$ cat config.mk
export PLATFORM = sky130hd
export DESIGN_NAME = rect_fill_engine
export DESIGN_NICKNAME = d
export VERILOG_FILES = /design/src/rtl/rect_fill_engine.sv
export SDC_FILE = /design/constraint.sdc
export NUM_CORES = 1
export LEC_CHECK = 0
export BUFFER_PORTS_ARGS = -buffer_cell sky130_fd_sc_hd__buf_2
export CAP_MARGIN = 20
export CORE_UTILIZATION = 55
export CTS_BUF_LIST = sky130_fd_sc_hd__clkbuf_8
export DETAILED_ROUTE_END_ITERATION = 16
export PLACE_DENSITY = 0.82
export SYNTH_ARGS = -nofsm -noshare
export SYNTH_HDL_FRONTEND = slang
export SYNTH_SLANG_ARGS = --single-unit
$ cat constraint.sdc
create_clock -name Clock -period 7.5 [get_ports Clock]
set_input_delay 0.375 -clock Clock [delete_from_list [all_inputs] [get_ports Clock]]
set_output_delay 0.375 -clock Clock [all_outputs]
set_load 0.02 [all_outputs]
$ cat src/rtl/rect_fill_engine.sv
// rect_fill_engine: streams one VRAM pixel write per clock for a
// clipped rectangle, in solid or outline mode, with write backpressure.
module rect_fill_engine #(
    parameter int X_W     = 8,
    parameter int Y_W     = 8,
    parameter int COLOR_W = 3,
    parameter int VRAM_W  = 80,
    parameter int VRAM_H  = 60,
    parameter int ADDR_W  = 13
) (
    input  logic               Clock,
    input  logic               Reset,
    input  logic               iStart,
    input  logic [X_W-1:0]     iX0,
    input  logic [Y_W-1:0]     iY0,
    input  logic [X_W-1:0]     iX1,
    input  logic [Y_W-1:0]     iY1,
    input  logic [COLOR_W-1:0] iColor,
    input  logic               iMode,
    input  logic               iWrReady,
    output logic               oWrEnable,
    output logic [ADDR_W-1:0]  oWrAddr,
    output logic [COLOR_W-1:0] oWrData,
    output logic               oBusy,
    output logic               oDone
);

    typedef enum logic [1:0] {
        IDLE,
        CLIP,
        RUN,
        DONE
    } state_t;

    localparam logic [X_W:0] XLIM = (X_W+1)'(VRAM_W - 1);
    localparam logic [Y_W:0] YLIM = (Y_W+1)'(VRAM_H - 1);
    localparam logic [ADDR_W-1:0] ROW_STEP = ADDR_W'(VRAM_W);

    state_t state, state_nx;

    logic [X_W-1:0]     x0, x1, x;
    logic [Y_W-1:0]     y0, y1, y;
    logic [ADDR_W-1:0]  rowbase;
    logic [COLOR_W-1:0] color;
    logic               mode;

    logic [X_W-1:0] x1c;
    logic [Y_W-1:0] y1c;
    logic           empty;
    logic           last_col;
    logic           last_row;
    logic           edge_row;
    logic [X_W-1:0] x_nx;

    // Clip the far corner to the screen and flag commands with no pixels.
    always_comb begin
        x1c = x1;
        y1c = y1;
        if ({1'b0, x1} > XLIM) x1c = XLIM[X_W-1:0];
        if ({1'b0, y1} > YLIM) y1c = YLIM[Y_W-1:0];
        empty = (x0 > x1c) || (y0 > y1c) ||
                ({1'b0, x0} > XLIM) || ({1'b0, y0} > YLIM);
    end

    // Raster step: outline interior rows jump from the left to the right edge.
    always_comb begin
        last_col = (x >= x1);
        last_row = (y >= y1);
        edge_row = (y == y0) || (y == y1);
        x_nx = x + 1'b1;
        if (mode && !edge_row && (x == x0)) x_nx = x1;
    end

    // State register.
    always_ff @(posedge Clock or negedge Reset) begin
        if (!Reset) state <= IDLE;
        else        state <= state_nx;
    end

    // Next-state and output decode.
    always_comb begin
        state_nx  = state;
        oWrEnable = 1'b0;
        oWrAddr   = '0;
        oWrData   = '0;
        oBusy     = 1'b0;
        oDone     = 1'b0;
        unique case (state)
            IDLE: begin
                if (iStart) state_nx = CLIP;
            end
            CLIP: begin
                oBusy    = 1'b1;
                state_nx = empty ? DONE : RUN;
            end
            RUN: begin
                oBusy     = 1'b1;
                oWrEnable = 1'b1;
                oWrAddr   = rowbase + ADDR_W'(x);
                oWrData   = color;
                if (iWrReady && last_col && last_row) state_nx = DONE;
            end
            DONE: begin
                oDone    = 1'b1;
                state_nx = IDLE;
            end
        endcase
    end

    // Operand latch, clip commit and pixel walk; only accepted writes advance.
    always_ff @(posedge Clock or negedge Reset) begin
        if (!Reset) begin
            x0      <= '0;
            y0      <= '0;
            x1      <= '0;
            y1      <= '0;
            x       <= '0;
            y       <= '0;
            rowbase <= '0;
            color   <= '0;
            mode    <= 1'b0;
        end else begin
            unique case (state)
                IDLE: begin
                    if (iStart) begin
                        x0    <= iX0;
                        y0    <= iY0;
                        x1    <= iX1;
                        y1    <= iY1;
                        color <= iColor;
                        mode  <= iMode;
                    end
                end
                CLIP: begin
                    x1      <= x1c;
                    y1      <= y1c;
                    x       <= x0;
                    y       <= y0;
                    rowbase <= ADDR_W'(y0) * ROW_STEP;
                end
                RUN: begin
                    if (iWrReady) begin
                        if (!last_col) begin
                            x <= x_nx;
                        end else if (!last_row) begin
                            x       <= x0;
                            y       <= y + 1'b1;
                            rowbase <= rowbase + ROW_STEP;
                        end
                    end
                end
                DONE: begin
                end
            endcase
        end
    end

endmodule

==> metrics.csv <==
stage;metric;value;unit
cts;root buf cell;clkbuf_8;
route;wire per inst;18.0;um
run;max-cap violations;0;
setup_path;Worst path top cell family by delay;compound AO/OA/AOI/OAI gates;
floorplanning;core area;8340;sq um
cells_and_area;commonest non-fill, non-tap cell in the layout;dfrtp_1;
global_routing;antenna violations before repair;0;
route;Iteration-0 DRC Markers;374;
pwr;Max VDD drop;0.276;mV
setup_path;Worst path slowest cell;or2_1;
global_routing;first-pass GRT wire length;20.0;mm
synthesis;Synth Flop Type;dfrtp_1;
pwr;PwrDens;513;nW/um^2
cells_and_area;design area;5350;sq um
sta;Final Max Tran Viols;0;
sta;worst-margin pin slew;1.04;ns
sta;Rel. slew slack;30.6;%
global_routing;total gr overflow;0;
sta;crit share post-route;44.0;%
floorplanning;DIE HEIGHT;95.4;um
setup_path;WP buf/inv;3;
synthesis;Yosys Warn Count;0;
setup_path;crit-path max FO;33;
synthesis;multiplexer area fraction after synthesis;7.67;%
synthesis;post-synthesis simple-gate area fraction;16.8;%
cts;Post-CTS Resized;0;
cells_and_area;Register Area;1580;sq um
cts;CTS sink count;63;
synthesis;Post-Synth XOR/XNOR Area;6.03;%
cts;CTS tree;built;
outcome;status;finished clean;
place;Final Wtd Congestion;0.933;
route;via/cell ratio;6.24;
synthesis;synth top area cells;dfrtp_1 33%, ha_1 14%, mux2_2 5.2%;
cts;Worst-Skew Late Latency;0.36;ns
synthesis;Post-Synthesis Cell Area;4800;sq um
pwr;Leak;2.57;nW
global_routing;number of global-route vias before repair;4134;
cells_and_area;Final Util;64.2;%
floorplanning;# IOs;59;
route;Final ANT Viol Nets;0;
synthesis;async set or reset register ratio after synthesis;100;%
cts;CTS buffer count;9;
cells_and_area;share of cells above drive strength 1;18.6;%
cts;CTS clk-pin slew, worst paths;0.08;ns
route;Vias;4175;
cells_and_area;n_diodes;0;
setup_path;CP endpoint kind;flop;
sta;total negative slack;0;ns
synthesis;cells after synthesis;508;
place;Detailed Place HPWL;8.89;mm
sta;Tmin final;3.30;ns
floorplanning;Die ar.;9100;sq um
cts;# Post-CTS Setup Buffers;0;
setup_path;Worst setup SP type;flop;
cts;clk buf depth;2;
global_routing;largest net degree at the start of global routing;64;
synthesis;Avg Cell Area, Syn;9.44;sq um
cells_and_area;fillers;731;
sta;RSZ-0062 raised after global routing;false;
setup_path;Data arrival, critical path;3.53;ns
global_routing;total track usage;28.8;%
place;placement-stage cell area;5160;sq um
floorplanning;Die Wd;95.4;um
setup_path;Crit Path Class;reg -> reg;
route;first-pass detailed-route iteration total;4;
place;PortBufs;58;
sta;Layout Skew;0.0153;ns
cells_and_area;fin nets;655;
floorplanning;Starting Density;57.5;%
synthesis;area share of fa/ha/maj cells after synthesis;14.5;%
sta;Final Setup Violations;0;
setup_path;crit path cell chain;inv_1 -> ha_1 -> buf_4 -> inv_1 -> a211oi_1 -> o211ai_1 -> or2_1 -> nor3b_2 -> a221o_1;
synthesis;largest family of logic cells by synthesized area;compound AO/OA/AOI/OAI gates;
cts;H-tree lvl count;3;
cells_and_area;most frequent cells in the layout;63 x dfrtp_1, 58 x buf_2, 54 x ha_1, 34 x nor2_1, 28 x inv_1;
synthesis;area leader, netlist;dfrtp_1;
cells_and_area;Layout Cells excl Fill;669;
synthesis;Post-synth EDFFs;0;
min_path;HP Class;in -> async;
floorplanning;FP Rows;33;
cells_and_area;area delta synth->final;11.6;%
synthesis;Compound-Gate Fraction of Synth Area;18.0;%
place;placed insts;654;
cts;cts hold-fix bufs;0;
setup_path;CP max stage delay;0.49;ns
setup_path;CP Data Required Time;7.73;ns
route;routed wire length;12.0;mm
sta;Max Fclk;303;MHz
sta;final hold violations;0;
synthesis;post-synthesis sequential area ratio;32.9;%
setup_path;cell mode on critical path;inv_1;
synthesis;Yosys top cell area share;32.9;%
cells_and_area;area of the multi-input gates;3030;sq um
synthesis;number of library cell types mapped by synthesis;61;
route;DRC Markers;0;
synthesis;Yosys reg bits;63;
area by class of cell:
| class | instances | area share (%) |
|---|---|---|
| Clock inverter | 4 | 0.865 |
| Sequential cell | 63 | 29.4 |
| Inverter | 27 | 1.89 |
| Multi-Input combinational cell | 398 | 56.7 |
| Clock buffer | 11 | 2.83 |
| Tap cell | 105 | 2.45 |
| Timing Repair Buffer | 61 | 5.84 |
final timing paths:
kind | from | to | slack (ns) | depth (start not counted)
min reg2reg | color[0] | color[0] | 0.50 | 1
max in group asynchronous | Reset | y1[7] | 6.77 | 2
max | state[0] | x[1] | 4.20 | 9
min in group Clock | iY1[2] | y1[2] | 0.25 | 3
max reg2reg | state[0] | x[1] | 4.20 | 9
min | Reset | rowbase[12] | 0.17 | 2
per-layer routing:
layer  up-vias  global-route usage, %  wire, um
met3        20                   3.27       516
li1       1984                      -         -
met1      2033                   38.7      5520
met4         0                   10.6       231
met5         -                      0         0
met2       138                   47.7      5780
stage by stage:
stage | hold slack (ns) | power (W) | worst slack (ns)
6_report | 0.170 | 0.00275 | 4.20
5_1_grt | 0.244 | 0.00298 | 4.01
4_1_cts | 0.228 | 0.00273 | 4.23
3_5_place_dp | 0.488 | 0.00241 | 4.23
3_3_place_gp | 0.480 | 0.00233 | 4.38
2_1_floorplan | 0.0794 | 0.00198 | 5.05
power breakdown:
part           switching [W]  internal [W]  total, W
logic               0.000913      0.000724   0.00164
registers           0.000299      0.000510  0.000808
clock network       0.000136      0.000168  0.000304
total                0.00135       0.00140   0.00275
logic make-up (layout without fill, tap and decap cells):
| logic type | count (synthesis) | after routing |
|---|---|---|
| DFF | 63 | 63 |
| muxes | 34 | 34 |
| AOI/OAI and AO/OA | 121 | 121 |
| buffers and inverters | 49 | 103 |
| adders and majority gates | 55 | 55 |
| xor gates and xnor gates | 33 | 33 |
| and+or+nand+nor | 152 | 152 |
| other | 1 | 3 |
cell usage after synthesis (all sizes together), types with 2 or more instances:
master and number:
o21ai 15, o21a 3, mux2 22, mux2i 12, nand3 15, a22oi 7, nor2b 7, a21oi 26
nor4 4, nor2 34, xor2 13, and4 2, nand4 15, and3 8, nand2b 7, o32a 5
xnor2 20, o21bai 2, dfrtp 63, nor3b 2, nand2 27, a31oi 6, o211ai 7, buf 4
nand4b 3, o22ai 13, a22o 5, or2 3, a221o 9, and2 13, a21o 5, ha 54
inv 27, a211oi 7, nor3 10, clkbuf 18
state kept, by name (all words and copies together), names as in the netlist:
register	cells
y0	8
y1	8
state	2
x1	8
color	3
x	8
y	8
mode	1
rowbase	9
x0	8
Power figures use the tool's default switching activity.
